`src/rtl/uart_tx_param.sv`:
```
// ---------------------------------------------------------------------------
// uart_tx_param
// Parametrised UART transmitter with a one-entry holding register.
//
// A byte offered on `data` with `send_en` is taken into the holding register
// whenever `tx_ready` is high. The holding register feeds the shifter as soon
// as the line is free, so queued bytes go out back-to-back with no idle gap.
// Baud, parity and stop-bit selection are latched at the start of each frame,
// so changing them mid-frame only affects the next frame.
//
// Parameters
//   CLK_FREQ     system clock frequency in Hz
//   DATA_W       data bits per frame (5..9)
//
// Ports
//   clk          system clock, all logic on the rising edge
//   reset        synchronous, active-high reset
//   data         byte to send, sampled on the accepting edge
//   send_en      request; accepted on an edge where send_en && tx_ready
//   tx_ready     holding register empty
//   baud_set     baud select (0:9600 .. 7:921600, 8..15:9600)
//   parity_mode  0/3 none, 1 odd, 2 even
//   stop2        0 one stop bit, 1 two stop bits
//   uart_tx      serial line, idle high, registered
//   busy         a frame is being shifted
//   tx_done      one-clock pulse on the last clock of the final stop bit
// ---------------------------------------------------------------------------
module uart_tx_param #(
    parameter int unsigned CLK_FREQ = 50_000_000,
    parameter int unsigned DATA_W   = 8
) (
    input  logic              clk,
    input  logic              reset,
    input  logic [DATA_W-1:0] data,
    input  logic              send_en,
    output logic              tx_ready,
    input  logic [3:0]        baud_set,
    input  logic [1:0]        parity_mode,
    input  logic              stop2,
    output logic              uart_tx,
    output logic              busy,
    output logic              tx_done
);

    function automatic int unsigned baud_rate(input int unsigned sel);
        case (sel)
            1:       return 19200;
            2:       return 38400;
            3:       return 57600;
            4:       return 115200;
            5:       return 230400;
            6:       return 460800;
            7:       return 921600;
            default: return 9600;
        endcase
    endfunction

    // Rounded clocks per bit, evaluated at elaboration only.
    function automatic int unsigned bit_period(input int unsigned sel);
        return (CLK_FREQ + baud_rate(sel) / 2) / baud_rate(sel);
    endfunction

    // 9600 baud is the slowest rate, so it sizes the bit counter.
    localparam int unsigned BP_MAX = bit_period(0);
    localparam int unsigned CNT_W  = (BP_MAX > 1) ? $clog2(BP_MAX) : 1;

    // Counter reload values (BP-1) for selects 0..7; 8..15 reuse entry 0.
    localparam logic [CNT_W-1:0] RELOAD [8] = '{
        CNT_W'(bit_period(0) - 1), CNT_W'(bit_period(1) - 1),
        CNT_W'(bit_period(2) - 1), CNT_W'(bit_period(3) - 1),
        CNT_W'(bit_period(4) - 1), CNT_W'(bit_period(5) - 1),
        CNT_W'(bit_period(6) - 1), CNT_W'(bit_period(7) - 1)
    };

    localparam logic [3:0] LAST_BIT = 4'(DATA_W - 1);

    typedef enum logic [2:0] {
        S_IDLE,
        S_START,
        S_DATA,
        S_PARITY,
        S_STOP
    } state_t;

    state_t            state, state_d;
    logic [CNT_W-1:0]  cnt, cnt_d;
    logic [3:0]        bit_idx, bit_idx_d;
    logic              stop_left, stop_left_d;   // another stop bit follows this one
    logic [DATA_W-1:0] shreg, shreg_d;
    logic              par_bit, par_bit_d;
    logic [CNT_W-1:0]  cfg_reload, cfg_reload_d;
    logic              cfg_par_en, cfg_par_en_d;
    logic              cfg_stop2, cfg_stop2_d;
    logic [DATA_W-1:0] hold_data;
    logic              hold_full, hold_full_d;
    logic              tx_q, tx_d;
    logic              take_hold;
    logic              accept;
    logic [CNT_W-1:0]  frame_reload;

    assign accept = send_en && !hold_full;

    always_comb begin
        frame_reload = RELOAD[0];
        if (!baud_set[3]) begin
            frame_reload = RELOAD[baud_set[2:0]];
        end
    end

    // NOTE: every variable gets a default at the top of the block, so no
    // path through the case statement can leave one unassigned (no latches).
    always_comb begin
        state_d      = state;
        cnt_d        = cnt;
        bit_idx_d    = bit_idx;
        stop_left_d  = stop_left;
        shreg_d      = shreg;
        par_bit_d    = par_bit;
        cfg_reload_d = cfg_reload;
        cfg_par_en_d = cfg_par_en;
        cfg_stop2_d  = cfg_stop2;
        take_hold    = 1'b0;

        case (state)
            S_IDLE: begin
                if (hold_full) begin
                    take_hold = 1'b1;
                end
            end
            S_START: begin
                if (cnt == '0) begin
                    state_d   = S_DATA;
                    cnt_d     = cfg_reload;
                    bit_idx_d = '0;
                end else begin
                    cnt_d = cnt - 1'b1;
                end
            end
            S_DATA: begin
                if (cnt == '0) begin
                    cnt_d = cfg_reload;
                    if (bit_idx == LAST_BIT) begin
                        stop_left_d = cfg_stop2;
                        state_d     = cfg_par_en ? S_PARITY : S_STOP;
                    end else begin
                        shreg_d   = shreg >> 1;
                        bit_idx_d = bit_idx + 4'd1;
                    end
                end else begin
                    cnt_d = cnt - 1'b1;
                end
            end
            S_PARITY: begin
                if (cnt == '0) begin
                    cnt_d       = cfg_reload;
                    stop_left_d = cfg_stop2;
                    state_d     = S_STOP;
                end else begin
                    cnt_d = cnt - 1'b1;
                end
            end
            S_STOP: begin
                if (cnt == '0) begin
                    if (stop_left) begin
                        stop_left_d = 1'b0;
                        cnt_d       = cfg_reload;
                    end else if (hold_full) begin
                        // Queued byte: next start bit follows with no idle gap.
                        take_hold = 1'b1;
                    end else begin
                        state_d = S_IDLE;
                    end
                end else begin
                    cnt_d = cnt - 1'b1;
                end
            end
            default: state_d = S_IDLE;
        endcase

        // Frame start: move the queued byte to the shifter and latch the
        // configuration that applies to the whole frame.
        if (take_hold) begin
            state_d      = S_START;
            cnt_d        = frame_reload;
            shreg_d      = hold_data;
            bit_idx_d    = '0;
            par_bit_d    = (^hold_data) ^ (parity_mode == 2'd1);
            cfg_reload_d = frame_reload;
            cfg_par_en_d = (parity_mode == 2'd1) || (parity_mode == 2'd2);
            cfg_stop2_d  = stop2;
        end

        hold_full_d = hold_full;
        if (take_hold) begin
            hold_full_d = 1'b0;
        end
        if (accept) begin
            hold_full_d = 1'b1;
        end

        // Line level follows the state being entered, so uart_tx is a flop.
        case (state_d)
            S_START:  tx_d = 1'b0;
            S_DATA:   tx_d = shreg_d[0];
            S_PARITY: tx_d = par_bit_d;
            default:  tx_d = 1'b1;
        endcase
    end

    // NOTE: sequential state uses non-blocking assignments only, so every
    // flop samples the values from before the edge.
    always_ff @(posedge clk) begin
        if (reset) begin
            state     <= S_IDLE;
            cnt       <= '0;
            hold_full <= 1'b0;
            tx_q      <= 1'b1;
        end else begin
            state     <= state_d;
            cnt       <= cnt_d;
            hold_full <= hold_full_d;
            tx_q      <= tx_d;
        end
    end

    // NOTE: datapath registers carry no reset; each is written before it is
    // used in a frame, and the control flops above gate their meaning.
    always_ff @(posedge clk) begin
        bit_idx    <= bit_idx_d;
        stop_left  <= stop_left_d;
        shreg      <= shreg_d;
        par_bit    <= par_bit_d;
        cfg_reload <= cfg_reload_d;
        cfg_par_en <= cfg_par_en_d;
        cfg_stop2  <= cfg_stop2_d;
        if (accept) begin
            hold_data <= data;
        end
    end

    assign tx_ready = !hold_full;
    assign uart_tx  = tx_q;
    assign busy     = (state != S_IDLE);
    assign tx_done  = (state == S_STOP) && (cnt == '0) && !stop_left;

endmodule
```
`config.mk`:
```
export PLATFORM = sky130hd
export DESIGN_NAME = uart_tx_param
export DESIGN_NICKNAME = d
export VERILOG_FILES = /design/src/rtl/uart_tx_param.sv
export SDC_FILE = /design/constraint.sdc
export NUM_CORES = 1
export LEC_CHECK = 0
export CELL_PAD_IN_SITES_DETAIL_PLACEMENT = 1
export CELL_PAD_IN_SITES_GLOBAL_PLACEMENT = 2
export CORE_UTILIZATION = 35
export CTS_BUF_LIST = sky130_fd_sc_hd__clkbuf_8 sky130_fd_sc_hd__clkbuf_16
export CTS_CLUSTER_DIAMETER = 50
export DETAILED_ROUTE_END_ITERATION = 7
export HOLD_SLACK_MARGIN = 0.15
export PLACE_DENSITY_LB_ADDON = 0.1
export SYNTH_ARGS = -nofsm -noshare
export SYNTH_HDL_FRONTEND = slang
export SYNTH_SLANG_ARGS = --single-unit
```
`constraint.sdc`:
```
create_clock -name clk -period 3.9 [get_ports clk]
set_input_delay 0.585 -clock clk [delete_from_list [all_inputs] [get_ports clk]]
set_output_delay 0.585 -clock clk [all_outputs]
set_load 0.03 [all_outputs]
```
==> results of run 1 <==
[per-layer routing]
layer	GRT usage [%]	vias to the layer above	share of wire, %
met4	5.47	0	1.6
li1	-	1062	-
met2	28.4	34	45
met5	0	-	0
met3	2.82	8	3.1
met1	25.8	1074	50
[synth_stat cells (4+ instances only)]
cell                       count
sky130_fd_sc_hd__a21oi_1       9
sky130_fd_sc_hd__a22o_1        7
sky130_fd_sc_hd__a22oi_1       4
sky130_fd_sc_hd__and2_1        6
sky130_fd_sc_hd__clkbuf_1      7
sky130_fd_sc_hd__dfxtp_1      24
sky130_fd_sc_hd__edfxtp_1     31
sky130_fd_sc_hd__ha_1          7
sky130_fd_sc_hd__inv_1        12
sky130_fd_sc_hd__mux2i_1       5
sky130_fd_sc_hd__nand2_1      17
sky130_fd_sc_hd__nand2b_1      5
sky130_fd_sc_hd__nand4_1       5
sky130_fd_sc_hd__nor2_1       20
sky130_fd_sc_hd__nor3_1       24
sky130_fd_sc_hd__o21ai_0       9
sky130_fd_sc_hd__xnor2_1       8
sky130_fd_sc_hd__xor2_1        6
[registers in the layout, indices dropped and copies added (netlist names)]
register and flops:
cfg_par_en 1, cnt 13, shreg 8, state 3, par_bit 1, cfg_stop2 1
bit_idx 4, cfg_reload 13, uart_tx 1, stop_left 1, hold_full 1, hold_data 8
[layout by cell type, fill, tap and decap left out, types with 6 or more instances in the layout]
master and count:
sky130_fd_sc_hd__clkdlybuf4s50_1 21, sky130_fd_sc_hd__dfxtp_1 24, sky130_fd_sc_hd__xnor2_1 8, sky130_fd_sc_hd__nor3_1 24, sky130_fd_sc_hd__inv_1 12, sky130_fd_sc_hd__a21oi_1 9, sky130_fd_sc_hd__edfxtp_1 31, sky130_fd_sc_hd__nor2_1 20
sky130_fd_sc_hd__ha_1 7, sky130_fd_sc_hd__a22o_1 7, sky130_fd_sc_hd__nand2_1 17, sky130_fd_sc_hd__buf_4 6, sky130_fd_sc_hd__o21ai_0 9, sky130_fd_sc_hd__and2_1 6, sky130_fd_sc_hd__xor2_1 6
[critical path: stages, from the launching register on]
cell,delay [ps]
sky130_fd_sc_hd__dfxtp_1,350
sky130_fd_sc_hd__inv_1,70
sky130_fd_sc_hd__ha_1,200
sky130_fd_sc_hd__or4b_1,590
sky130_fd_sc_hd__o41ai_4,420
sky130_fd_sc_hd__nand2_2,240
sky130_fd_sc_hd__inv_2,410
sky130_fd_sc_hd__buf_4,290
sky130_fd_sc_hd__nor3_1,70
sky130_fd_sc_hd__a2111oi_1,330
[power breakdown]
| group | total [mW] | internal, mW | switching (mW) |
|---|---|---|---|
| combinational | 0.639 | 0.262 | 0.377 |
| sequential | 0.771 | 0.699 | 0.0724 |
| clock | 0.341 | 0.133 | 0.209 |
| total | 1.75 | 1.09 | 0.658 |
[cell families (layout without fill, tap and decap cells)]
group,count (synthesis),after routing,synth area share [%]
flip-flops,55,55,49.8
XOR/XNOR,15,15,5.12
adder cells (fa/ha/maj),7,7,3.09
multiplexers,5,5,1.77
AND/OR/NAND/NOR,104,104,20.1
buffers and inverters,24,48,3.40
AO/OA/AOI/OAI,61,61,16.7
[worst paths after layout]
path,startpoint,to,depth (start not counted)
worst min-delay path,par_bit,par_bit,2
worst max-delay path,cnt[0],cnt[5],9
worst max register to register,cnt[0],cnt[5],9
worst min register to register,par_bit,par_bit,2
[final cells by class]
cell class / instances / area [um2]
Tap cell: 102 / 128
Sequential cell: 55 / 1410
Fill cell: 878 / 4500
Inverter: 13 / 48.8
Clock inverter: 3 / 26.3
Clock buffer: 5 / 68.8
Multi-Input combinational cell: 192 / 1330
Timing Repair Buffer: 27 / 255
[stage by stage]
step | hold WS, ps | area (um2) | total power, mW | setup slack, ps | util, %
4_1_cts | 473 | 3260 | 1.77 | 766 | 42.0
2_1_floorplan | 422 | 2830 | 1.21 | 1420 | -
6_report | 473 | 3260 | 1.75 | 827 | 42.0
3_5_place_dp | 457 | 3170 | 1.43 | 813 | 40.8
3_3_place_gp | 437 | 3170 | 1.42 | 936 | 40.8
5_1_grt | 492 | 3260 | 1.87 | 596 | 42.0
==> results.txt, run 1 <==
The post-CTS clock slew at the launch and capture registers of the worst setup and hold paths is 110 ps. The run gives 0 as the number of antenna violations at the first check in global routing. The top flip-flop cell by instance count after synthesis is sky130_fd_sc_hd__edfxtp_1. For this design the ratio of total power to cell area is 537 nW/um2.

The cell type with the highest aggregate area in the netlist is sky130_fd_sc_hd__edfxtp_1. The run gives 0 as the number of buffers added for setup after CTS. The floorplan has 32 rows.

The maximum number of buffers from clock root to sink is 2, and the number of remaining DRC errors is 0. The worst setup path is launched from a flop. For this run, the top clock speed supported by timing is 0.325 GHz. The share of final-layout standard cells stronger than drive strength 1 is 8.14%. The number of nets produced by synthesis was 296; the worst path required time was 4100 ps. The tools report the arrival time at the worst endpoint as 3280 ps. Buffers inserted to repair hold after CTS numbered 0. The tool flagged a number of max-cap violations equal to 0. The run finished with clean final reports.

After detailed routing, the total wire length is 7050 um. After synthesis, the netlist uses 55 different library cells. The H-tree depth was 2; the flip-flop and latch count after synthesis was 55. TritonCTS built the clock tree.

From synthesis to final layout, the design area changed by 15.2%. At the pin with the least slew margin, the transition time is 823 ps. By area the synthesized netlist is led by sky130_fd_sc_hd__edfxtp_1 33%, sky130_fd_sc_hd__dfxtp_1 17%, sky130_fd_sc_hd__nor3_1 4.2%. The maximum fanout count along the critical path works out to 22.

Dividing the detail-routed wire length by the instance count gives 17.7 um. Mean instance size in the synthesized netlist: 10.5 um2. The number of DRC violations after detailed-routing iteration 0 is 99. The core region area is 7770 um2. From bottom edge to top edge, the die measures 92.0 um. At the end of routability-driven placement, the weighted congestion stood at 0.774. The normalized max-slew margin is 45.0%, and the summed instance area of the synthesized netlist is 2830 um2.

The count of mapped cells out of synthesis was 271. The final layout contains 319 nets. 0 antenna diodes ended up in the layout.

Detailed placement finished with a half-perimeter wire length of 5190 um. Summed over its instances, the top area cell type makes up 32.8% of the synthesized netlist area. The tools report the first-pass detailed-route iteration total as 4. The worst hold path belongs to the class reg2reg. The first global-routing pass estimated 11,700 um of wire.

The run gives 320 ps as the clock insertion delay at the later pin of the skew report. The critical path is of the reg2reg type. In this run the static leakage power is 1.17 nW. The tree is rooted in a sky130_fd_sc_hd__clkbuf_8. Setup violations remaining at the end of the flow were counted as 0.

After layout, the worst path uses 78.8% of the clock period. The run gives 389 as the number of placed instances, taps included. CTS saw 55 sinks. For this run, the number of Yosys warnings is 0. TritonCTS created 5 clock buffers.

After global routing the overflow that remains totals 0. The tools report the final instance count without filler cells as 397. For the total via count in the routed design, the log shows 2,178. Die extent in x: 92.0 um. Share of async-settable or async-resettable flops after synthesis: 0%. Post-route setup TNS: 0 ps. The capturing element type of the critical path was a flop. The tools report the initial cell density of the core as 36.5%. Entering global routing, the biggest net connects 23 pins. During I/O placement, the number of pins put on the boundary was 22.

Once detail routing completed, the nets flagged for antenna violations numbered 0. The overall track demand over capacity in global routing is 18.2%. The setup slack of the worst register-to-register path is 830 ps, and the number of endpoints with negative hold slack in the final report is 0. The tools report the sequential element share of the synthesized area as 49.8%.

Using the TritonRoute via totals, the vias-per-cell ratio works out to 5.49. The synthesized design contains 31 enable-type register cells. The tools report the post-route clock skew as 10.3 ps. The floorplan step defined a die boundary enclosing 8460 um2. The time the worst path needs with I/O delays and setup was 3070 ps; the count of input and output buffers was 21.

The via count of the first global-routing pass is 2,225, and the post-CTS resize count is 0. The tools report the peak ir drop on the vdd network as 162 uV. Setup repair after global routing left no endpoint under its margin.

The max-slew violation count was 0.
Power figures use the tool's default switching activity.
==> run 2, diff against run 1 <==
CORE_UTILIZATION = 34   (was 35)
clock period = 2.6 ns   (was 3.9 ns; I/O delays follow)
==> results.txt, run 2 (same netlist as run 1, synthesis figures left out) <==
The worst path required time was 2810 ps (-1290 ps). The wire length per cell was 17.4 um (-2.0%). The category of the critical setup timing path was reg2reg.

The logs give 0 (unchanged) for the number of endpoints with negative hold slack in the final report and 2,216 (-0.40%) for the via count of the first global-routing pass. The fraction of the cycle the final worst path needs was 93.8% (+15 points). Setup repair after global routing left no endpoint under its margin. The tools report the post-route setup TNS as 0 ps (unchanged). The area occupied by multi-input gates is 1340 um2 (+0.66%), and the design internal power is 1.74 mW (+59%). The signal on the critical path passes through inv_1 -> ha_1 -> or4b_4 -> or4_4 -> a21o_1 -> buf_4 -> a2111oi_1. The clock group share of total power came out at 19.0% (-0.5 points). The growth of design area from synthesis to finish was 21.5%; the number of top-level pins was 22 (unchanged). The clock insertion delay at the later pin of the skew report was 320 ps (about the same); the aggregate routed wire length was 7290 um (+3.5%). The average vias per placed instance works out to 5.29 (-3.5%).

TritonCTS built the clock tree. Cell area power density: 800 nW/um2 (+49%). The number of antenna violations at the first check in global routing was 0 (unchanged); the total clock sinks was 55 (unchanged). The run gives 8700 um2 (+2.9%) as the total die area. The cell leakage power was 1.29 nW (+10%); the arrival time at the worst endpoint was 2650 ps (-630 ps).

The time the worst path needs with I/O delays and setup is 2440 ps (-634 ps). Final global-route overflow total: 0 (unchanged). The logs give 341 (+6.9%) for the post-layout net count and 12,100 um (+3.2%) for the wire length of the first global-routing pass. The sequential share of power was 41.5% (-2.5 points); the final setup slack of the worst path was 161 ps (-666 ps). The standard-cell row count is 32 (unchanged), and the number of fill cells is 871 (-0.80%).

The count of input and output buffers is 21 (unchanged). The peak ir drop on the vdd network is 245 uV (+51%), and the post-CTS clock slew at the launch and capture registers of the worst setup and hold paths is 110 ps (about the same). The tools report the maximum operating frequency as 0.410 GHz (+26%). The maximum fanout count along the critical path came out at 7 (-68%). The flow ran to the end, and the final reports show no timing, DRC or antenna violations.

The logs give 0 (unchanged) for the total setup violations reported at the end of the flow and 35.9% (-0.56 points) for the initial cell density of the core. The overall track demand over capacity in global routing was 18.4% (+0.20 points). The vertical die dimension came out at 93.3 um (+1.4%).

The delay contributed by the slowest stage of the critical path was 530 ps (-60 ps). Startpoint type of the worst setup path: a flop. The maximum number of buffers from clock root to sink is 2 (unchanged), and the normalized max-slew margin is 53.2% (+8.3 points). The global placer's final weighted congestion was 0.760 (-1.8%). The min-delay analysis places its worst path in the category reg2reg. The tools report the max-slew violation count as 0 (unchanged). The library cells used most frequently in the layout, excluding fill and tap cells, are 31 x sky130_fd_sc_hd__edfxtp_1, 29 x sky130_fd_sc_hd__buf_4, 24 x sky130_fd_sc_hd__nor3_1, 24 x sky130_fd_sc_hd__dfxtp_1.

The total via count in the routed design is 2,218 (+1.8%), and the number of buffers inserted during clock tree synthesis is 5 (unchanged). For the number of buffers added for setup after CTS, the log shows 0 (unchanged). The tools report the core region area as 7890 um2 (+1.5%).

The switching part of the total power was 37.0% (-0.60 points). The part of the power in combinational logic was 39.4% (+2.9 points); the post-route clock skew was 9.00 ps (-1.30 ps). The run gives 4 (unchanged) as the first-pass detailed-route iteration total. The post-CTS resize count is 0 (unchanged), and the share of final-layout standard cells stronger than drive strength 1 is 15.5% (+7.3 points).

Cell at the slowest stage of the critical path: sky130_fd_sc_hd__or4b_4. The remaining antenna violation count was 0 (unchanged); the worst-margin pin slew was 700 ps (-123 ps). The number of remaining DRC errors is 0 (unchanged).

The pin count of the biggest net entering global routing is 21 (-8.7%). Quantity of hold-fixing buffers added after cts: 0 (unchanged). The largest registers in the layout are cfg_reload (13), cnt (13). The number of DRC violations after detailed-routing iteration 0 was 113 (+14%); the detailed placement HPWL was 5630 um (+8.5%). The capturing element type of the critical path is a flop. The storage element area was 1410 um2 (unchanged). For the count of antenna diodes in the layout, the log shows 0 (unchanged).

The switching power summed over all nets was 1.02 mW (+55%). For the H-tree depth, the log shows 2 (unchanged). The logs give 0 (unchanged) for the number of maximum-capacitance violations and 119 ps (-694 ps) for the setup slack after placement. The library cell used most frequently in the layout, excluding fill and tap cells, is sky130_fd_sc_hd__edfxtp_1.

The die extent in x is 93.3 um (+1.4%). The cell sitting at the root of the clock tree is a sky130_fd_sc_hd__clkbuf_8.
[run 2: worst max-delay path, delay by kind of cell, from the launching register on]
family	cells	cell delay [ps]
and+or+nand+nor	2	990
AOI/OAI and AO/OA	2	540
DFF	1	360
buffers and inverters	2	250
adders and majority gates	1	210
[run 2: cell type report]
type,count,share of cell area [%]
Sequential cell,55,41.0
Multi-Input combinational cell,192,38.8
Timing Repair Buffer,49,12.1
Tap cell,102,3.71
Clock buffer,5,2.00
Inverter,13,1.42
Clock inverter,3,0.981
[run 2: final timing paths]
kind	slack (ps)	from	cells after the start	end
setup / recovery	160	cnt[0]	7	cnt[0]
hold / removal	470	par_bit	2	par_bit
setup reg to reg	160	cnt[0]	7	cnt[0]
hold reg to reg	470	par_bit	2	par_bit
[run 2: layer usage]
metal / GRT usage (%) / vias to the layer above / wire (um)
met2: 25.7 / 46 / 2920
met3: 2.76 / 11 / 347
li1: - / 1106 / -
met4: 4.49 / 0 / 104
met1: 29.0 / 1055 / 3920
met5: 0 / - / 0
[run 2: power groups by stage]
stage	sequential [mW]	clock [mW]	combinational [mW]
2_1_floorplan	1.15	0	0.676
3_3_place_gp	1.16	0	1.07
3_5_place_dp	1.16	0	1.07
4_1_cts	1.14	0.542	1.07
5_1_grt	1.16	0.576	1.20
6_report	1.14	0.524	1.09
[run 2: per-stage QoR]
step                util, %  power [mW]  hold WS (ps)  instances  instance area (um2)
floorplan                 -        1.82           422        271                 2830
global placement       42.2        2.23           434        411                 3330
detailed placement     42.2        2.23           449        411                 3330
CTS                    43.5        2.76           467        419                 3430
global route           43.7        2.93           482        419                 3440
finish                 43.7        2.75           468        419                 3440
==> run 3, diff against run 2 <==
CORE_MARGIN = 2   (was not set)
CTS_CLUSTER_SIZE = 24   (was not set)
==> results.txt, run 3 (same netlist as run 1, synthesis figures left out) <==
The total clock sinks was 55 (unchanged); the final setup slack of the worst path was 163 ps (+2.12 ps). Setup repair after global routing left no endpoint under its margin. The vertical die dimension works out to 95.3 um (+2.1%). The tools report the H-tree depth as 2 (unchanged). The run gives 0.410 GHz (about the same) as the maximum operating frequency. For the post-layout net count, the log shows 341 (unchanged).

The time the worst path needs with I/O delays and setup is 2440 ps (-2.12 ps), and the count of buffer and inverter cells on the critical path is 2 (unchanged). The setup slack of the worst register-to-register path is 160 ps (about the same), and the cell leakage power is 1.30 nW (+0.57%). The number of endpoints with negative hold slack in the final report was 0 (unchanged).

The run gives 5410 um (-3.8%) as the detailed placement HPWL. The delay contributed by the slowest stage of the critical path is 480 ps (-50 ps). In the final layout, the registers with the most flip-flops are cfg_reload (13), cnt (13). The global placer's final weighted congestion is 0.813 (+7.0%), and the clock insertion delay at the later pin of the skew report is 320 ps (about the same).

For the final global-route overflow total, the log shows 0 (unchanged). The path with the worst hold slack has its endpoint at par_bit. The run gives 17.5% (-0.82 points) as the overall track demand over capacity in global routing. The class of the tightest hold or removal check was reg2reg. Clock tree synthesis selected as its root buffer the cell sky130_fd_sc_hd__clkbuf_8. The run finished with clean final reports.

The share of final-layout standard cells stronger than drive strength 1 works out to 15.8% (+0.32 points). The logs give 7370 um (+1.1%) for the aggregate routed wire length and 0 (unchanged) for the max-slew violation count. The number of maximum-capacitance violations was 0 (unchanged); the count of antenna diodes in the layout was 0 (unchanged). The signal on the critical path passes through inv_1 -> ha_2 -> or4b_1 -> or4_4 -> a21o_2 -> buf_12 -> a2111oi_1. The worst path required time is 2810 ps (about the same), and the worst-margin pin slew is 700 ps (-0.159 ps). The maximum number of buffers from clock root to sink is 2 (unchanged). The maximum fanout count along the critical path is 13 (+6). The worst setup path is launched from a flop. The peak ir drop on the vdd network is 269 uV (+9.7%), and the arrival time at the worst endpoint is 2650 ps (about the same). Cell area power density: 804 nW/um2 (+0.48%).

The kind of cell with the highest combined delay along the critical path is simple AND/OR/NAND/NOR gates. The standard-cell row count came out at 33 (+3.1%). The startpoint of the lowest-slack hold path was par_bit.

The tools report the quantity of hold-fixing buffers added after cts as 0 (unchanged). The post-CTS resize count came out at 0 (unchanged). The number of buffers added for setup after CTS was 0 (unchanged); the initial cell density of the core was 34.8% (-1.1 points). The post-CTS clock slew at the launch and capture registers of the worst setup and hold paths is 110 ps (about the same). The count of input and output buffers works out to 21 (unchanged). The wire length per cell was 17.5 um (+0.42%); the number of cells on the worst hold path was 2 (unchanged). The post-route setup TNS is 0 ps (unchanged), and the number of antenna violations at the first check in global routing is 0 (unchanged). The core region area came out at 8130 um2 (+3.1%). For the number of DRC violations after detailed-routing iteration 0, the log shows 109 (-3.5%).

The area growth from synthesis to layout is 23.1%. The average vias per placed instance was 5.28 (-0.22%). Die extent in x: 95.3 um (+2.1%). TritonCTS built the clock tree. The number of cells on the worst reg-to-reg path came out at 7 (unchanged). Fraction of the cycle the final worst path needs: 93.7% (about the same). For this design, the slowest cell found on the critical path is sky130_fd_sc_hd__or4b_1.

The tools report the first-pass detailed-route iteration total as 5 (+1). The run gives 891 (+2.3%) as the number of fill cells. The setup path with the least slack is of type reg2reg. The run gives 22 (unchanged) as the number of top-level pins. The logs give 0 (unchanged) for the remaining antenna violation count and 9080 um2 (+4.3%) for the total die area. The via count of the first global-routing pass was 2,228 (+0.54%). The tools report the capturing point of the worst reg2reg path as cnt[5]. For the normalized max-slew margin, the log shows 53.2% (about the same). The number of remaining DRC errors was 0 (unchanged). For the setup slack after placement, the log shows 136 ps (+17.2 ps). The run gives 28 (+33%) as the pin count of the biggest net entering global routing. The total setup violations reported at the end of the flow is 0 (unchanged), and the number of buffers inserted during clock tree synthesis is 5 (unchanged). The wire length of the first global-routing pass is 12,200 um (+0.80%). The post-route clock skew was 9.43 ps (+0.434 ps). Leaving out fill and tap cells, the most frequent cells in the layout are 31 x sky130_fd_sc_hd__edfxtp_1, 26 x sky130_fd_sc_hd__buf_4, 24 x sky130_fd_sc_hd__nor3_1, 24 x sky130_fd_sc_hd__dfxtp_1.

The total via count in the routed design came out at 2,229 (+0.50%). The tools report the startpoint of the worst-slack reg-to-reg timing path as cnt[1]. The capturing element type of the critical path was a flop. Leaving out fill and tap cells, the most frequent cell in the layout is sky130_fd_sc_hd__edfxtp_1.
[run 3: cell count changes in the layout (fill, tap and decap cells not counted), sizes merged]
cell	before	now
inv	14	15
buf	29	28
clkinv	2	1
clkbuf	5	6
[run 3: worst max path at each step]
| stage | to | startpoint | depth (start not counted) |
|---|---|---|---|
| floorplan | cfg_par_en | cnt[0] | 7 |
| global placement | cnt[5] | cnt[0] | 7 |
| detailed placement | cnt[0] | cnt[0] | 10 |
| CTS | cnt[0] | cnt[1] | 10 |
| global route | cnt[0] | cnt[1] | 10 |
| finish | cnt[5] | cnt[1] | 7 |
[run 3: power breakdown]
group	switching, mW	internal (mW)
Clock	0.330	0.206
Combinational	0.617	0.512
Sequential	0.0914	1.05
Total	1.04	1.77
[run 3: routing by layer]
metal | wire, um | track usage, % | share of wire [%]
met5 | 0 | 0 | 0
met4 | 79 | 4.47 | 1.1
met3 | 169 | 3.08 | 2.3
met2 | 3060 | 24.2 | 41
met1 | 4060 | 27.8 | 55
[run 3: layout make-up]
type | instances | area, um2 | share of cell area, %
Tap cell | 105 | 131 | 3.76
Timing Repair Buffer | 49 | 460 | 13.2
Inverter | 13 | 51.3 | 1.47
Clock buffer | 5 | 68.8 | 1.97
Clock inverter | 3 | 31.3 | 0.896
Sequential cell | 55 | 1410 | 40.4
Multi-Input combinational cell | 192 | 1340 | 38.3
[run 3: worst min-delay path, cell delays in order, from the launching register on]
cell                      delay [ps]
sky130_fd_sc_hd__dfxtp_1         330
sky130_fd_sc_hd__nand2_1          50
sky130_fd_sc_hd__nand2_1          40
[run 3: through the flow]
| step | power, mW | instance area, um2 | util (%) | std cells | hold slack [ps] |
|---|---|---|---|---|---|
| after floorplan | 1.82 | 2830 | - | 271 | 422 |
| after global placement | 2.26 | 3350 | 41.2 | 413 | 433 |
| after detailed placement | 2.26 | 3350 | 41.2 | 413 | 441 |
| after CTS | 2.80 | 3450 | 42.5 | 421 | 458 |
| after global routing | 2.99 | 3490 | 42.9 | 422 | 479 |
| final | 2.80 | 3490 | 42.9 | 422 | 455 |
